File: src/rtl/pingpong_buf_ctrl_pkg.sv
// Shared constants and types for the layer-1 -> layer-2 ping-pong feature buffer.
// Layer-2 buffers reuse these definitions.
package pingpong_buf_ctrl_pkg;
    localparam int DATA_W     = 16;
    localparam int ADDR_W     = 9;
    localparam int CNT_W      = 8;
    localparam int BANK_WORDS = 144;
    localparam int BANK0_BASE = 0;
    localparam int BANK1_BASE = 200;

    localparam logic [CNT_W-1:0] LAST_CNT = CNT_W'(BANK_WORDS - 1);

    typedef enum logic [1:0] {IDLE, READ, DRAIN} rd_state_e;

    function automatic logic [ADDR_W-1:0] bank_base(input logic bank);
        return bank ? ADDR_W'(BANK1_BASE) : ADDR_W'(BANK0_BASE);
    endfunction
endpackage

File: src/rtl/pingpong_buf_ctrl_if.sv
// Writer, consumer and RAM-port signals of the ping-pong buffer controller.
interface pingpong_buf_ctrl_if;
    import pingpong_buf_ctrl_pkg::*;

    logic              wr_valid;
    logic [DATA_W-1:0] wr_data;
    logic              wr_ready;
    logic              cons_ready;
    logic              out_valid;
    logic [DATA_W-1:0] out_data;
    logic              out_last;
    logic              out_bank;
    logic              bank_full;
    logic              mem_en;
    logic              mem_we;
    logic [ADDR_W-1:0] mem_addr;
    logic [DATA_W-1:0] mem_wdata;
    logic [DATA_W-1:0] mem_rdata;

    modport slave (
        input  wr_valid, wr_data, cons_ready, mem_rdata,
        output wr_ready, out_valid, out_data, out_last, out_bank, bank_full,
               mem_en, mem_we, mem_addr, mem_wdata
    );

    modport master (
        output wr_valid, wr_data, cons_ready, mem_rdata,
        input  wr_ready, out_valid, out_data, out_last, out_bank, bank_full,
               mem_en, mem_we, mem_addr, mem_wdata
    );
endinterface

File: src/rtl/pingpong_buf_ctrl_bank.sv
// Full flags and write/read bank pointers of the two-bank buffer.
module pingpong_bank_tracker (
    input  logic       clk,
    input  logic       reset,
    input  logic       fill,
    input  logic       free,
    output logic [1:0] full,
    output logic       wr_bank,
    output logic       rd_bank
);
    // fill and free always touch different banks, so both may land in one cycle
    always_ff @(posedge clk) begin
        if (reset) begin
            full    <= 2'b00;
            wr_bank <= 1'b0;
            rd_bank <= 1'b0;
        end else begin
            if (fill) begin
                full[wr_bank] <= 1'b1;
                wr_bank       <= ~wr_bank;
            end
            if (free) begin
                full[rd_bank] <= 1'b0;
                rd_bank       <= ~rd_bank;
            end
        end
    end
endmodule

File: src/rtl/pingpong_buf_ctrl.sv
// Ping-pong buffer controller: write counter, single-port RAM arbitration
// (writes win) and the frame read sequencer.
module pingpong_buf_ctrl
    import pingpong_buf_ctrl_pkg::*;
(
    input  logic                clk,
    input  logic                reset,
    pingpong_buf_ctrl_if.slave  bus
);
    logic [1:0]       full;
    logic             wr_bank, rd_bank;
    logic [CNT_W-1:0] wr_cnt, rd_cnt;
    rd_state_e        state, state_nxt;
    logic             wr_acc, fill, free, rd_issue;
    logic             rd_pending, last_pending, out_bank_q, bank_full_q;

    pingpong_bank_tracker u_tracker (
        .clk     (clk),
        .reset   (reset),
        .fill    (fill),
        .free    (free),
        .full    (full),
        .wr_bank (wr_bank),
        .rd_bank (rd_bank)
    );

    assign bus.wr_ready = !full[wr_bank];
    assign wr_acc       = bus.wr_valid && !full[wr_bank];
    assign fill         = wr_acc && (wr_cnt == LAST_CNT);

    always_ff @(posedge clk) begin
        if (reset) state <= IDLE;
        else       state <= state_nxt;
    end

    always_comb begin
        state_nxt = state;
        case (state)
            IDLE:    if (full[rd_bank] && bus.cons_ready) state_nxt = READ;
            READ:    if (rd_issue && (rd_cnt == LAST_CNT)) state_nxt = DRAIN;
            DRAIN:   state_nxt = IDLE;
            default: state_nxt = IDLE;
        endcase
    end

    // A read slot is lost whenever the writer takes the port
    always_comb begin
        rd_issue = 1'b0;
        free     = 1'b0;
        case (state)
            READ:    rd_issue = !wr_acc;
            DRAIN:   free     = 1'b1;
            default: ;
        endcase
    end

    always_ff @(posedge clk) begin
        if (reset) begin
            wr_cnt       <= '0;
            rd_cnt       <= '0;
            rd_pending   <= 1'b0;
            last_pending <= 1'b0;
            out_bank_q   <= 1'b0;
            bank_full_q  <= 1'b0;
        end else begin
            if (fill)        wr_cnt <= '0;
            else if (wr_acc) wr_cnt <= wr_cnt + 1'b1;
            if (free)          rd_cnt <= '0;
            else if (rd_issue) rd_cnt <= rd_cnt + 1'b1;
            rd_pending   <= rd_issue;
            last_pending <= rd_issue && (rd_cnt == LAST_CNT);
            bank_full_q  <= fill;
            if (state == IDLE && state_nxt == READ) out_bank_q <= rd_bank;
        end
    end

    assign bus.mem_en    = wr_acc || rd_issue;
    assign bus.mem_we    = wr_acc;
    assign bus.mem_addr  = wr_acc ? bank_base(wr_bank) + ADDR_W'(wr_cnt)
                                  : bank_base(rd_bank) + ADDR_W'(rd_cnt);
    assign bus.mem_wdata = bus.wr_data;

    assign bus.out_valid = rd_pending;
    assign bus.out_data  = bus.mem_rdata;
    assign bus.out_last  = last_pending;
    assign bus.out_bank  = out_bank_q;
    assign bus.bank_full = bank_full_q;
endmodule

File: src/flat_wrapper.sv
// flat-port wrapper written by rule: the top's interface ports become plain ports
module pingpong_buf_ctrl_flat import pingpong_buf_ctrl_pkg::*;
  (clk, reset, bus_wr_valid, bus_wr_data, bus_cons_ready, bus_mem_rdata, bus_wr_ready, bus_out_valid, bus_out_data, bus_out_last, bus_out_bank, bus_bank_full, bus_mem_en, bus_mem_we, bus_mem_addr, bus_mem_wdata);
  pingpong_buf_ctrl_if bus_i ();
  input  logic clk;
  input  logic reset;
  input wire logic [$bits(bus_i.wr_valid)-1:0] bus_wr_valid;
  input wire logic [$bits(bus_i.wr_data)-1:0] bus_wr_data;
  input wire logic [$bits(bus_i.cons_ready)-1:0] bus_cons_ready;
  input wire logic [$bits(bus_i.mem_rdata)-1:0] bus_mem_rdata;
  output wire logic [$bits(bus_i.wr_ready)-1:0] bus_wr_ready;
  output wire logic [$bits(bus_i.out_valid)-1:0] bus_out_valid;
  output wire logic [$bits(bus_i.out_data)-1:0] bus_out_data;
  output wire logic [$bits(bus_i.out_last)-1:0] bus_out_last;
  output wire logic [$bits(bus_i.out_bank)-1:0] bus_out_bank;
  output wire logic [$bits(bus_i.bank_full)-1:0] bus_bank_full;
  output wire logic [$bits(bus_i.mem_en)-1:0] bus_mem_en;
  output wire logic [$bits(bus_i.mem_we)-1:0] bus_mem_we;
  output wire logic [$bits(bus_i.mem_addr)-1:0] bus_mem_addr;
  output wire logic [$bits(bus_i.mem_wdata)-1:0] bus_mem_wdata;
  assign bus_i.wr_valid = bus_wr_valid;
  assign bus_i.wr_data = bus_wr_data;
  assign bus_i.cons_ready = bus_cons_ready;
  assign bus_i.mem_rdata = bus_mem_rdata;
  assign bus_wr_ready = bus_i.wr_ready;
  assign bus_out_valid = bus_i.out_valid;
  assign bus_out_data = bus_i.out_data;
  assign bus_out_last = bus_i.out_last;
  assign bus_out_bank = bus_i.out_bank;
  assign bus_bank_full = bus_i.bank_full;
  assign bus_mem_en = bus_i.mem_en;
  assign bus_mem_we = bus_i.mem_we;
  assign bus_mem_addr = bus_i.mem_addr;
  assign bus_mem_wdata = bus_i.mem_wdata;
  pingpong_buf_ctrl u_core (.clk(clk), .reset(reset), .bus(bus_i));
endmodule
File: config.mk
export PLATFORM = sky130hd
export DESIGN_NAME = pingpong_buf_ctrl_flat
export DESIGN_NICKNAME = d
export VERILOG_FILES = /design/src/rtl/pingpong_buf_ctrl_pkg.sv /design/src/rtl/pingpong_buf_ctrl_if.sv /design/src/rtl/pingpong_buf_ctrl_bank.sv /design/src/rtl/pingpong_buf_ctrl.sv /design/src/flat_wrapper.sv
export SDC_FILE = /design/constraint.sdc
export NUM_CORES = 1
export LEC_CHECK = 0
export CORE_ASPECT_RATIO = 0.6
export CORE_MARGIN = 4
export CORE_UTILIZATION = 45
export CTS_CLUSTER_SIZE = 14
export DETAILED_ROUTE_END_ITERATION = 12
export GPL_ROUTABILITY_DRIVEN = 0
export PLACE_DENSITY = 0.87
export SLEW_MARGIN = 20
export SYNTH_ARGS = -nofsm -noshare
export SYNTH_HDL_FRONTEND = slang
export SYNTH_SLANG_ARGS = --single-unit
export TNS_END_PERCENT = 1
File: constraint.sdc
create_clock -name clk -period 4.5 [get_ports clk]
set_clock_uncertainty 0.1 [all_clocks]
set_input_delay 0.45 -clock clk [delete_from_list [all_inputs] [get_ports clk]]
set_output_delay 0.45 -clock clk [all_outputs]
set_load 0.005 [all_outputs]
==> impl_summary.md, run 1 <==
Detailed routing
The final layout contains routed wiring with a total length of 3870 um. The remaining routing DRC violations is 0. The number of DRC markers in iteration 0 is 94. The first TritonRoute pass finished after 4 iterations. Once detail routing completed, the nets flagged for antenna violations numbered 0. The detailed-route vias per instance is roughly 5.8. The total vias in the final route is between 1000 and 1500. The average wire per standard cell is 15.7 um.

Floorplanning
The floorplan step set the die height to 57.0 um. The floorplan step set the die width to ~90 um. The number of top-level design ports is 84. The floorplan step defined a core boundary enclosing 3760 um2.

The total die area is between 5000 and 6000 um2. The effective utilization at floorplan is a little under half. After floorplanning, the core was divided into 17 placement rows.

Critical path
The cell with the largest stage delay on the worst path is clkdlybuf4s50_1. The setup path with the least slack is of type input pin to primary output. For this run, the slowest stage of the critical path takes 790 ps. The setup check on the worst reg-to-reg path leaves a slack of approximately 2200 ps. Grouping stages by cell kind, the critical path spends the most delay in buffers and inverters. The peak fanout along the critical path is 16.

The number of buffers and inverters on the critical path is 3. Data on the critical path arrives at its endpoint at about 2800 ps. Traced cell by cell, the critical path runs through clkdlybuf4s50_1 > nand2_1 > inv_1 > nand2_1 > o21ai_0 > clkdlybuf4s50_1. The worst setup path is captured at a primary output. The critical path launch point type is an input pin. At the worst endpoint, the required time is between 3000 and 4000 ps.

STA
The final max-slew violation count is 0. Setup violations remaining at the end of the flow were counted as 0. Summed over all failing endpoints, the final setup total negative slack is 0 ps. Of the available clock period, the critical path in the final layout requires approximately three quarters. Setup repair after global routing left no endpoint under its margin.

At the pin with the least slew margin, the transition time is roughly 820 ps. The headroom to the max-slew limit is around 45%. The highest attainable clock frequency is a little under 0.3 GHz. The hold slack is around 380 ps. The total count of hold-check failures in the final report is 0. The clock period minus final worst setup slack is roughly 3400 ps.

CTS
Counting the buffers created by CTS gives 3. For this design, the CTS-stage hold fixing added 0 buffers. The root buffer selected by CTS is clkbuf_8. No sink is reached through more buffers than the 2 on the longest clock path.

The clock net in this run drives a total of 26 sinks. The clock-pin slew on the worst setup and hold paths is roughly 90 ps. The H-tree level count is 1. The worst-skew pair later-pin latency is 270 ps.

TritonCTS built the clock tree. The buffer count from post-CTS setup fixing is 0. The post-CTS resize count is 0.

Logic synthesis
The synthesized netlist occupies a cell area of ~1800 um2. The post-synthesis net count is roughly 260. Synthesis produced a netlist whose cell count is around 220.

After synthesis, the cell types taking the most area are dfxtp_1 (29%), buf_4 (13%), ha_1 (6.9%), xnor2_1 (5.8%), nand2_1 (5.2%). The top cell type by area accounts for about 29% of the synthesized area. The library cell with the largest summed area after synthesis is dfxtp_1. The share of the Yosys chip area taken by registers is between 20% and 30%. The fraction of registers with async set or reset after synthesis is 0%. The number of synthesized register bits is 26. The number of unique standard cell types used by synthesis is 42. Counting flops with a built-in enable in the synthesized netlist gives 0. The average size of a mapped cell is about 8.3 um2. The prevailing post-synth register cell is dfxtp_1. For this run, the number of Yosys warnings is 0.

Hold path
The worst hold path class is flip-flop to flip-flop.

Job
The max capacitance violation total is 0.

Power and ir drop
Internal power comes to between 0.3 and 0.4 mW. The highest ir drop seen on vdd is ~0.11 mV. The net load switching power is about 0.094 mW. The part of the total power dissipated in the clock network is around a third. The power per unit of standard cell area is 219 nW/um2.

The sequential share of power is roughly three fifths. Total power for the finished layout comes to 0.397 mW. The net switching fraction of the power is a little under a quarter. The leakage power is 0.649 nW.

In this run, the combinational gates consume under 10% of the power.

Placement
The cell count after placement is about 240. The detailed placement HPWL is between 2000 and 3000 um. The count of input and output buffers is 19.

Global route
The first-pass GRT wire length is between 6000 and 7000 um. The number of antenna violations at the first check in global routing was 0. For this run the aggregate overflow at the end of global routing stands at 0.

The number of global-route vias before repair is approximately 1300. Entering global routing, the biggest net connects 23 pins. The global-route usage over all layers is between 10% and 20%.

Final layout
0 antenna diodes ended up in the layout. The share of cells above drive strength 1 is between 6 and 7%. The number of nets in the finished design is between 200 and 250.

Compared with the post-synthesis result, the final layout area differs by 0.556%. The finished layout holds 246 standard cells, fillers aside.

Status
The run finished with clean final reports.
worst paths after layout:
check                                         startpoint             endpoint  cells after the start
worst min-delay path                 u_core.bus.out_bank  u_core.bus.out_bank                      2
worst min register to register       u_core.bus.out_bank  u_core.bus.out_bank                      2
worst max register to register  u_core.u_tracker.wr_bank     u_core.rd_cnt[3]                      6
worst max-delay path                        bus_wr_valid      bus_mem_addr[2]                      6
through the flow:
step,worst slack (ps),cell area (um2),utilization [%]
finish,1150,1810,48.1
global route,932,1810,48.1
CTS,1180,1810,48.1
detailed placement,1200,1770,47.0
global placement,1250,1770,47.0
floorplan,2470,1800,-
layer usage:
metal	up-vias	global-route usage [%]	routed length, um
met2	42	23.1	1650
met3	4	5.77	299
met1	681	23.4	1910
met5	-	0	0
li1	698	-	-
met4	0	2.12	12
power by group through the flow:
stage               clock network [mW]  logic (mW)  registers, mW
global route                     0.148      0.0281          0.235
floorplan                            0      0.0380          0.239
detailed placement                   0      0.0249          0.240
CTS                              0.140      0.0250          0.235
finish                           0.136      0.0253          0.235
global placement                     0      0.0245          0.240
placed cells by master, fill, tap and decap left out, drive strengths merged, types with 3 or more instances in the layout:
cell / synthesis / layout
nand3: 7 / 7
a31oi: 4 / 4
xor2: 5 / 5
a211oi: 3 / 3
dfxtp: 26 / 26
xnor2: 12 / 12
clkdlybuf4s50: 0 / 19
nor2: 13 / 13
nor3: 10 / 10
nand2: 25 / 25
a21oi: 12 / 12
clkbuf: 4 / 3
o21ai: 9 / 9
mux2: 3 / 3
nand4: 4 / 4
a2111oi: 4 / 4
ha: 10 / 10
inv: 8 / 8
flip-flops by register name (all words and copies together) (netlist names):
name,cells
u_core.rd_cnt,8
u_core.u_tracker.rd_bank,1
u_core.u_tracker.wr_bank,1
u_core.u_tracker.full,2
u_core.state,2
u_core.bus.out_last,1
u_core.bus.out_bank,1
u_core.bus.out_valid,1
u_core.bus.bank_full,1
u_core.wr_cnt,8
area by class of cell:
type,instances,area (um2)
fillers,371,1950
multi-input cells,142,963
flip-flops and latches,26,520
repair buffers,19,190
well taps,47,58.8
clock buffers,3,41.3
inverters,9,36.3
tightest hold or removal path: stages, from the launching register on:
cell	delay, ps
dfxtp_1	330
nand2_1	60
a21oi_1	60
cells in the mapped netlist, types with 2 or more instances:
cell type and count:
a2111oi_0 2, a2111oi_4 2, a211oi_1 3, a21oi_1 12, a31oi_1 4, a41o_1 2, and4_1 2, buf_2 5
buf_4 32, clkbuf_1 4, dfxtp_1 26, ha_1 10, inv_1 7, nand2_1 25, nand3_1 7, nand4_1 4
nor2_1 13, nor3_1 9, nor4_1 2, o21ai_0 9, or2_2 2, xnor2_1 12, xor2_1 5
kinds of logic (layout without fill, tap and decap cells):
| logic type | Yosys count | count (layout) | share of synthesized area, % |
|---|---|---|---|
| AO/OA/AOI/OAI | 39 | 39 | 16.1 |
| XOR/XNOR | 17 | 17 | 8.27 |
| adder cells (fa/ha/maj) | 10 | 10 | 6.95 |
| buffers and inverters | 50 | 31 | 17.6 |
| flip-flops | 26 | 26 | 28.9 |
| multiplexers | 3 | 3 | 2.08 |
| AND/OR/NAND/NOR | 73 | 73 | 20.1 |
Note: power is estimated with default switching activity, not from simulation.
==> run 2, diff against run 1 <==
--- a/config.mk
+++ b/config.mk
@@ -7,11 +7,11 @@
 export LEC_CHECK = 0
 export CORE_ASPECT_RATIO = 0.6
 export CORE_MARGIN = 4
-export CORE_UTILIZATION = 45
+export CORE_UTILIZATION = 37
 export CTS_CLUSTER_SIZE = 14
 export DETAILED_ROUTE_END_ITERATION = 12
 export GPL_ROUTABILITY_DRIVEN = 0
-export PLACE_DENSITY = 0.87
+export PLACE_DENSITY = 0.76
 export SLEW_MARGIN = 20
 export SYNTH_ARGS = -nofsm -noshare
 export SYNTH_HDL_FRONTEND = slang
==> constraint.sdc (replaced) <==
create_clock -name clk -period 3 [get_ports clk]
set_clock_uncertainty 0.1 [all_clocks]
set_input_delay 0.3 -clock clk [delete_from_list [all_inputs] [get_ports clk]]
set_output_delay 0.3 -clock clk [all_outputs]
set_load 0.005 [all_outputs]
==> impl_summary.md, run 2 (same netlist as run 1, synthesis figures left out) <==
CTS
The number of clock buffers added by TritonCTS is 3. After clock tree synthesis, the setup repair step added 0 buffers. The clock passes through at most 2 buffers.

The H-tree level count is 1. CTS saw 26 sinks. Clock-pin slew was measured on the worst setup and hold paths at about 90 ps. The tree is rooted in a clkbuf_8.

The later pin in the worst-skew pair is clocked with a latency of approximately 270 ps. TritonCTS built the clock tree.

Floorplanning
The area of the core is ~4600 um2. The number of top-level design ports is 84. The floorplan die width is 98.1 um. The initial utilization of the core area, before any placement, comes to between 30% and 40%.

Measured along the y axis, the die boundary spans approximately 62 um. The total die area is about 6000 um2. In this run the core area contains 19 standard-cell rows.

Placement
Summed over all nets, the half-perimeter wirelength after detailed placement is 2910 um. The count of buffers added on input and output ports is 19. Summing all placed instances gives a cell area of between 1500 and 2000 um2.

OpenSTA, run right after detailed placement, puts the worst setup slack at between 400 and 500 ps. The cell count after placement is between 200 and 300.

Critical path
The worst setup path is of the flip-flop to primary output kind. Of all nets on the critical path, the largest fanout is 10. The critical path launch point type is a flip-flop.

Data on the critical path is required at its endpoint by about 2600 ps. The endpoint class of the critical path is a primary output. Setup slack on the worst reg-to-reg path comes out at just over 900 ps. The data arrival at the endpoint of the critical path is around 2400 ps.

STA
Setup violations remaining at the end of the flow were counted as 0. The headroom to the max-slew limit is 45.7%. The routed design could run at a clock period as short as around 2800 ps. The final worst slack is ~200 ps. The final max-slew violation count is 0. The highest attainable clock frequency is 0.358 GHz. The slew of the pin with the lowest slew margin is about 800 ps.

The total count of hold-check failures in the final report was 0. In the final timing run, aggregate negative setup slack is 0 ps. The share of the cycle needed by the critical path after routing is roughly 93%. Setup repair after global routing left no endpoint under its margin.

Global route
The met3 capacity usage during global routing is under 10%. Summed over all layers, the global routing overflow is 0. The global routing met2 resource utilization is between 10% and 20%. met1 is the most crowded layer. The number of global-route vias before repair is around 1200. Across every metal layer, demand over resource in global routing totals a little over an eighth. The pin count of the biggest net entering global routing is 23. The first-pass GRT wire length is ~6400 um. The number of antenna violations at the first check in global routing was 0. Global routing used between 10% and 20% of the available met1 tracks.

Status
The run finished with clean final reports.

Detailed routing
In this run the remaining antenna-violating nets after routing total 0. The number of DRC markers in iteration 0 is slightly below 90. The total vias in the final route is 1400. The detailed-route vias per instance is ~5.3. Wires add up to just under 4000 um. After detailed routing, the number of remaining DRC violations is 0.

After detailed routing, the average wire length per cell comes to between 10 and 15 um. Before antenna repair, the detailed router went through 4 iterations.

Final layout
In the final layout, the registers with the most flip-flops are u_core.rd_cnt x8, u_core.wr_cnt x8. Once layout is complete, the cells apart from fillers number around 270. The share of cells above drive strength 1 is 7.92%. The top cell types in the final layout, fill and taps aside, are dfxtp_1 (26), nand2_1 (25), clkdlybuf4s50_1 (19), nor2_1 (13). Compared with the post-synthesis result, the final layout area differs by 4.38%. For this run, the post-layout net count is 249. The library cell used most frequently in the layout, excluding fill and tap cells, is dfxtp_1.

Summing all non-filler instances in the final layout gives an area of between 1500 and 2000 um2. The antenna diode count is 0.

Power and ir drop
For this design the ratio of total power to cell area is 366 nW/um2. The leakage power is 0.667 nW. The highest ir drop seen on vdd is about 0.19 mV.

The design draws roughly 0.69 mW.

Hold path
The worst hold path belongs to the class flip-flop to flip-flop.

Job
Max-cap violations in this run came to 0.
-- run 2: changes by cell type in the layout (fill, tap and decap cells not counted) --
cell,delta
buf_4,+2
bufinv_16,+1
clkinvlp_4,+1
inv_1,-1
-- run 2: through the flow --
step / hold slack [ps] / util, %
after floorplan: 359 / -
after global placement: 369 / 38.9
after detailed placement: 375 / 38.9
after CTS: 392 / 40.5
after global routing: 441 / 40.5
final: 386 / 40.5
-- run 2: per-layer routing --
layer / up-vias / part of all wire (%)
met1: 646 / 51
met5: - / 0
met4: 0 / 0.26
met3: 2 / 9.0
li1: 702 / -
met2: 50 / 40
-- run 2: power by group --
part | switching [mW] | internal [mW] | total (mW)
combinational | 0.0228 | 0.0180 | 0.0408
clock | 0.115 | 0.179 | 0.294
sequential | 0.00472 | 0.348 | 0.352
total | 0.143 | 0.544 | 0.687
-- run 2: path summary, 6_finish.rpt --
kind / cells after the start / startpoint / to
max: 7 / u_core.u_tracker.wr_bank / bus_mem_addr[8]
min: 2 / u_core.bus.out_bank / u_core.bus.out_bank
max reg2reg: 5 / u_core.rd_cnt[0] / u_core.state[0]
min reg2reg: 2 / u_core.bus.out_bank / u_core.bus.out_bank
-- run 2: worst max-delay path, stage by stage, from the launching register on --
cell,delay [ps]
dfxtp_1,520
mux2_4,390
inv_4,140
nand2_1,120
buf_4,200
a211oi_1,220
a21oi_1,80
clkdlybuf4s50_1,460
-- run 2: repair_timing --
| item | in CTS | in global routing |
|---|---|---|
| setup endpoints to repair | 0 | 2 |
| resized for setup | 0 | 1 |
| hold buffers | 0 | 0 |
-- run 2: final cells by class --
class	count	area, um2
Clock inverter	1	30.0
Fill cell	454	2760
Clock buffer	3	41.3
Sequential cell	26	520
Tap cell	63	78.8
Timing Repair Buffer	21	205
Inverter	9	40.0
Multi-Input combinational cell	142	963
==> patch 1: new RTL, flow settings as in run 2 <==
The package constant `ADDR_W` goes from 9 to 8.
--- a/src/rtl/pingpong_buf_ctrl_pkg.sv
+++ b/src/rtl/pingpong_buf_ctrl_pkg.sv
@@ -2,7 +2,7 @@
 // Layer-2 buffers reuse these definitions.
 package pingpong_buf_ctrl_pkg;
     localparam int DATA_W     = 16;
-    localparam int ADDR_W     = 9;
+    localparam int ADDR_W     = 8;
     localparam int CNT_W      = 8;
     localparam int BANK_WORDS = 144;
     localparam int BANK0_BASE = 0;
Ports: changed (resized bus_mem_addr); port bits go from 84 to 83. The function was not compared with the original's and may differ.
==> patch 1 against run 2 <==
- final area down 3.6%
- total power down 0.47%
- register-to-register slack better by 0.18 ns
- synthesized area decreased by 2.8%
- synthesized cell count fell by 1.4%
- worst setup slack got worse by 0.021 ns
- routed wire length fell by 9.5%
- cell count decreased by 2.3%
- sequential cell count stayed put
==> patch 1: results (changes against run 2) <==
Outcome = completed
Setup slack after placement = 0.499 ns (+0.0731 ns)
Via-to-Cell Ratio = 5.17 (-2.2%)
Post-DP HPWL = 2.66 mm (-8.5%)
Clk. pwr = 290 uW (-1%)
Buffering overhead = 10.8% (-0.15 points)
R2R Setup Slk = 1.09 ns (+0.18 ns)
Worst vdd ir = 0.211 mV (+12%)
Bufs w/o clock = 20 (-4.8%)
Reg2reg end = u_core.rd_cnt[7]
Multi-input gate area = 925 sq um (-4.0%)
Total Routed Length = 3.51 mm (-9.5%)
Ratio of cells with drive above 1 in the final layout = 8.16% (+0.24 points)
Slew HR = 52.8% (+7.1 points)
Comb_multi_in = 141 (-0.70%)
Synthesized Nets = 259 (-1.9%)
Layout Nets = 241 (-3.2%)
Top cells by count, synth = 32 x buf_4, 26 x dfxtp_1, 22 x nor2_1
First-pass GRT wire length = 6.18 mm (-2.7%)
Port bufs = 18 (-1)
Register area share after synthesis = 29.7% (+0.83 points)
Comb group = 41.8 uW (+2%)
Sequential portion of the cell area = 28.7% (+1.0 points)
Leak = 0.000655 uW (-1.8%)
Number of DRC markers in iteration 0 = 87 (-1.1%)
Largest net degree at the start of global routing = 20 (-13%)
Netlist cell types = 41 (-2.4%)
Mux contribution to synthesized area = 3.43% (+1.3 points)
GR Util All Layers = 12.8% (-0.31 points)
Fillers = 463 (+2.0%)
Clk tree area frac = 3.94% (+0.14 points)
Dominant cells by area after synthesis = dfxtp_1 30%, buf_4 14%, xnor2_1 7.5%
Slowest stage delay, CP = 0.50 ns (-0.02 ns)
-- patch 1: layer usage --
metal,vias up,global-route usage [%],part of all wire (%)
met5,-,0,0
met4,0,1.80,0.37
met3,4,3.96,5.0
met2,43,18.3,39
met1,624,19.2,56
li1,667,-,-
-- patch 1: how the worst max path moves through the flow --
| stage | from | endpoint | slack [ns] |
|---|---|---|---|
| after global routing | u_core.u_tracker.wr_bank | bus_mem_addr[0] | 0.04 |
| after floorplan | u_core.u_tracker.wr_bank | bus_mem_addr[1] | 0.95 |
| after detailed placement | u_core.u_tracker.wr_bank | bus_mem_addr[0] | 0.50 |
| final | u_core.u_tracker.wr_bank | bus_mem_addr[0] | 0.18 |
| after global placement | u_core.u_tracker.wr_bank | bus_mem_addr[0] | 0.55 |
| after CTS | u_core.u_tracker.wr_bank | bus_mem_addr[0] | 0.19 |
==> patch 2: new RTL, config.mk and constraints of run 2 <==
Without the edit above. Reset style: asynchronous (`reset`), changed in 3 clocked blocks.
--- a/src/rtl/pingpong_buf_ctrl_bank.sv
+++ b/src/rtl/pingpong_buf_ctrl_bank.sv
@@ -9,7 +9,7 @@
     output logic       rd_bank
 );
     // fill and free always touch different banks, so both may land in one cycle
-    always_ff @(posedge clk) begin
+    always_ff @(posedge clk or posedge reset) begin
         if (reset) begin
             full    <= 2'b00;
             wr_bank <= 1'b0;
--- a/src/rtl/pingpong_buf_ctrl.sv
+++ b/src/rtl/pingpong_buf_ctrl.sv
@@ -28,7 +28,7 @@
     assign wr_acc       = bus.wr_valid && !full[wr_bank];
     assign fill         = wr_acc && (wr_cnt == LAST_CNT);
 
-    always_ff @(posedge clk) begin
+    always_ff @(posedge clk or posedge reset) begin
         if (reset) state <= IDLE;
         else       state <= state_nxt;
     end
@@ -54,7 +54,7 @@
         endcase
     end
 
-    always_ff @(posedge clk) begin
+    always_ff @(posedge clk or posedge reset) begin
         if (reset) begin
             wr_cnt       <= '0;
             rd_cnt       <= '0;
Check against the original RTL: differs if reset is asserted again (counterexample within 4 cycles, from zero or initial values and one cycle with reset high); with reset held inactive, the same outputs for 10 cycles.
==> patch 2 against run 2 <==
- first-iteration DRC count up 16%
- die area up 0.80%
- largest cell class unchanged
- synthesized area up 0.90%
- critical path depth unchanged
- fmax about the same
- routed wire length down 5.0%
- worst setup slack about the same
- non-clock buffer count unchanged
- sequential cell count unchanged
- final area up 0.80%
- cell count down 6.8%
Power is not compared: it rests on default switching activity, and its combinational part moved more than twofold at a synthesized area within 25%.
==> patch 2: results (changes against run 2) <==
Post-DP HPWL = 2.80 mm (-3.9%)
WHS = 0.273 ns (-0.112 ns)
Vias after detailed routing = 1290 (-7.9%)
Synth Flop Type = dfrtp_1
Hold Crit Class = input port to async pin
Placed cell count = 243 (-6.9%)
First-pass GRT wire length = 6.17 mm (-2.9%)
FF+latch count = 26 (unchanged)
Buffering overhead = 10.8% (-0.087 points)
Worst Max-Slew Pin Slew = 0.806 ns (-0.00585 ns)
Synthesized Nets = 245 (-7.2%)
Via-to-Cell Ratio = 5.22 (-1.1%)
Outcome = completed
Number of DRC markers in iteration 0 = 102 (+16%)
Sequential portion of the cell area = 34.4% (+6.7 points)
Multi-input gate area = 873 sq um (-9.4%)
Synth-to-Final Area Change = 4.27%
Number of non-clock inverters in the layout = 3 (-6)
First drt pass iteration count = 5 (+1)
Placed inst area = 0.00182 sq mm (+0.83%)
Worst reg2reg path depth = 6 (+1)
Register area share after synthesis = 35.8% (+6.9 points)
Ratio of cells with drive above 1 in the final layout = 10.9% (+2.9 points)
Routed WL per cell = 14.9 um (+2.0%)
Top cells by count, synth = 38 x nand2_1, 32 x buf_4, 26 x dfrtp_1
Synthesized instance count = 199 (-8.7%)
Vias in the first global route = 1195 (-3.4%)
[patch 2: changes by cell type after synthesis, moves of 6 or more]
cell	delta
dfrtp_1	+26
dfxtp_1	-26
nand2_1	+13
a21oi_1	-7
nor2_1	-7
xnor2_1	-7
inv_1	-6
nor3_1	-6
[patch 2: logic make-up (layout without fill, tap and decap cells)]
logic type               after synthesis  after routing  synth area share [%]
flip-flops                            26             26                  35.8
XOR/XNOR                              12             12                  5.79
buffers and inverters                 43             28                  16.1
AO/OA/AOI/OAI                         26             26                  9.92
AND/OR/NAND/NOR                       73             73                  20.0
adder cells (fa/ha/maj)               10             10                  6.89
multiplexers                           9              9                  5.51
[patch 2: layer usage]
layer | GRT usage (%) | routed length, um | vias to the layer above
met5 | 0 | 0 | -
met4 | 2.90 | 31 | 0
met3 | 4.03 | 247 | 8
met2 | 15.7 | 1440 | 49
met1 | 19.5 | 1980 | 613
li1 | - | - | 620
[patch 2: timing repair]
action | CTS | global route
setup endpoints to repair | 0 | 7
endpoints found under the hold margin | 0 | 0
gates resized for setup | 0 | 2
[patch 2: how the worst max path moves through the flow]
| stage | startpoint | to | depth (start not counted) |
|---|---|---|---|
| final | u_core.u_tracker.wr_bank | bus_mem_addr[7] | 7 |
| after global routing | u_core.u_tracker.wr_bank | bus_mem_addr[7] | 7 |
| after CTS | u_core.u_tracker.wr_bank | bus_mem_addr[7] | 7 |
| after detailed placement | u_core.u_tracker.wr_bank | bus_mem_addr[7] | 7 |
| after global placement | u_core.u_tracker.wr_bank | bus_mem_addr[6] | 7 |
| after floorplan | u_core.u_tracker.wr_bank | bus_mem_addr[8] | 6 |
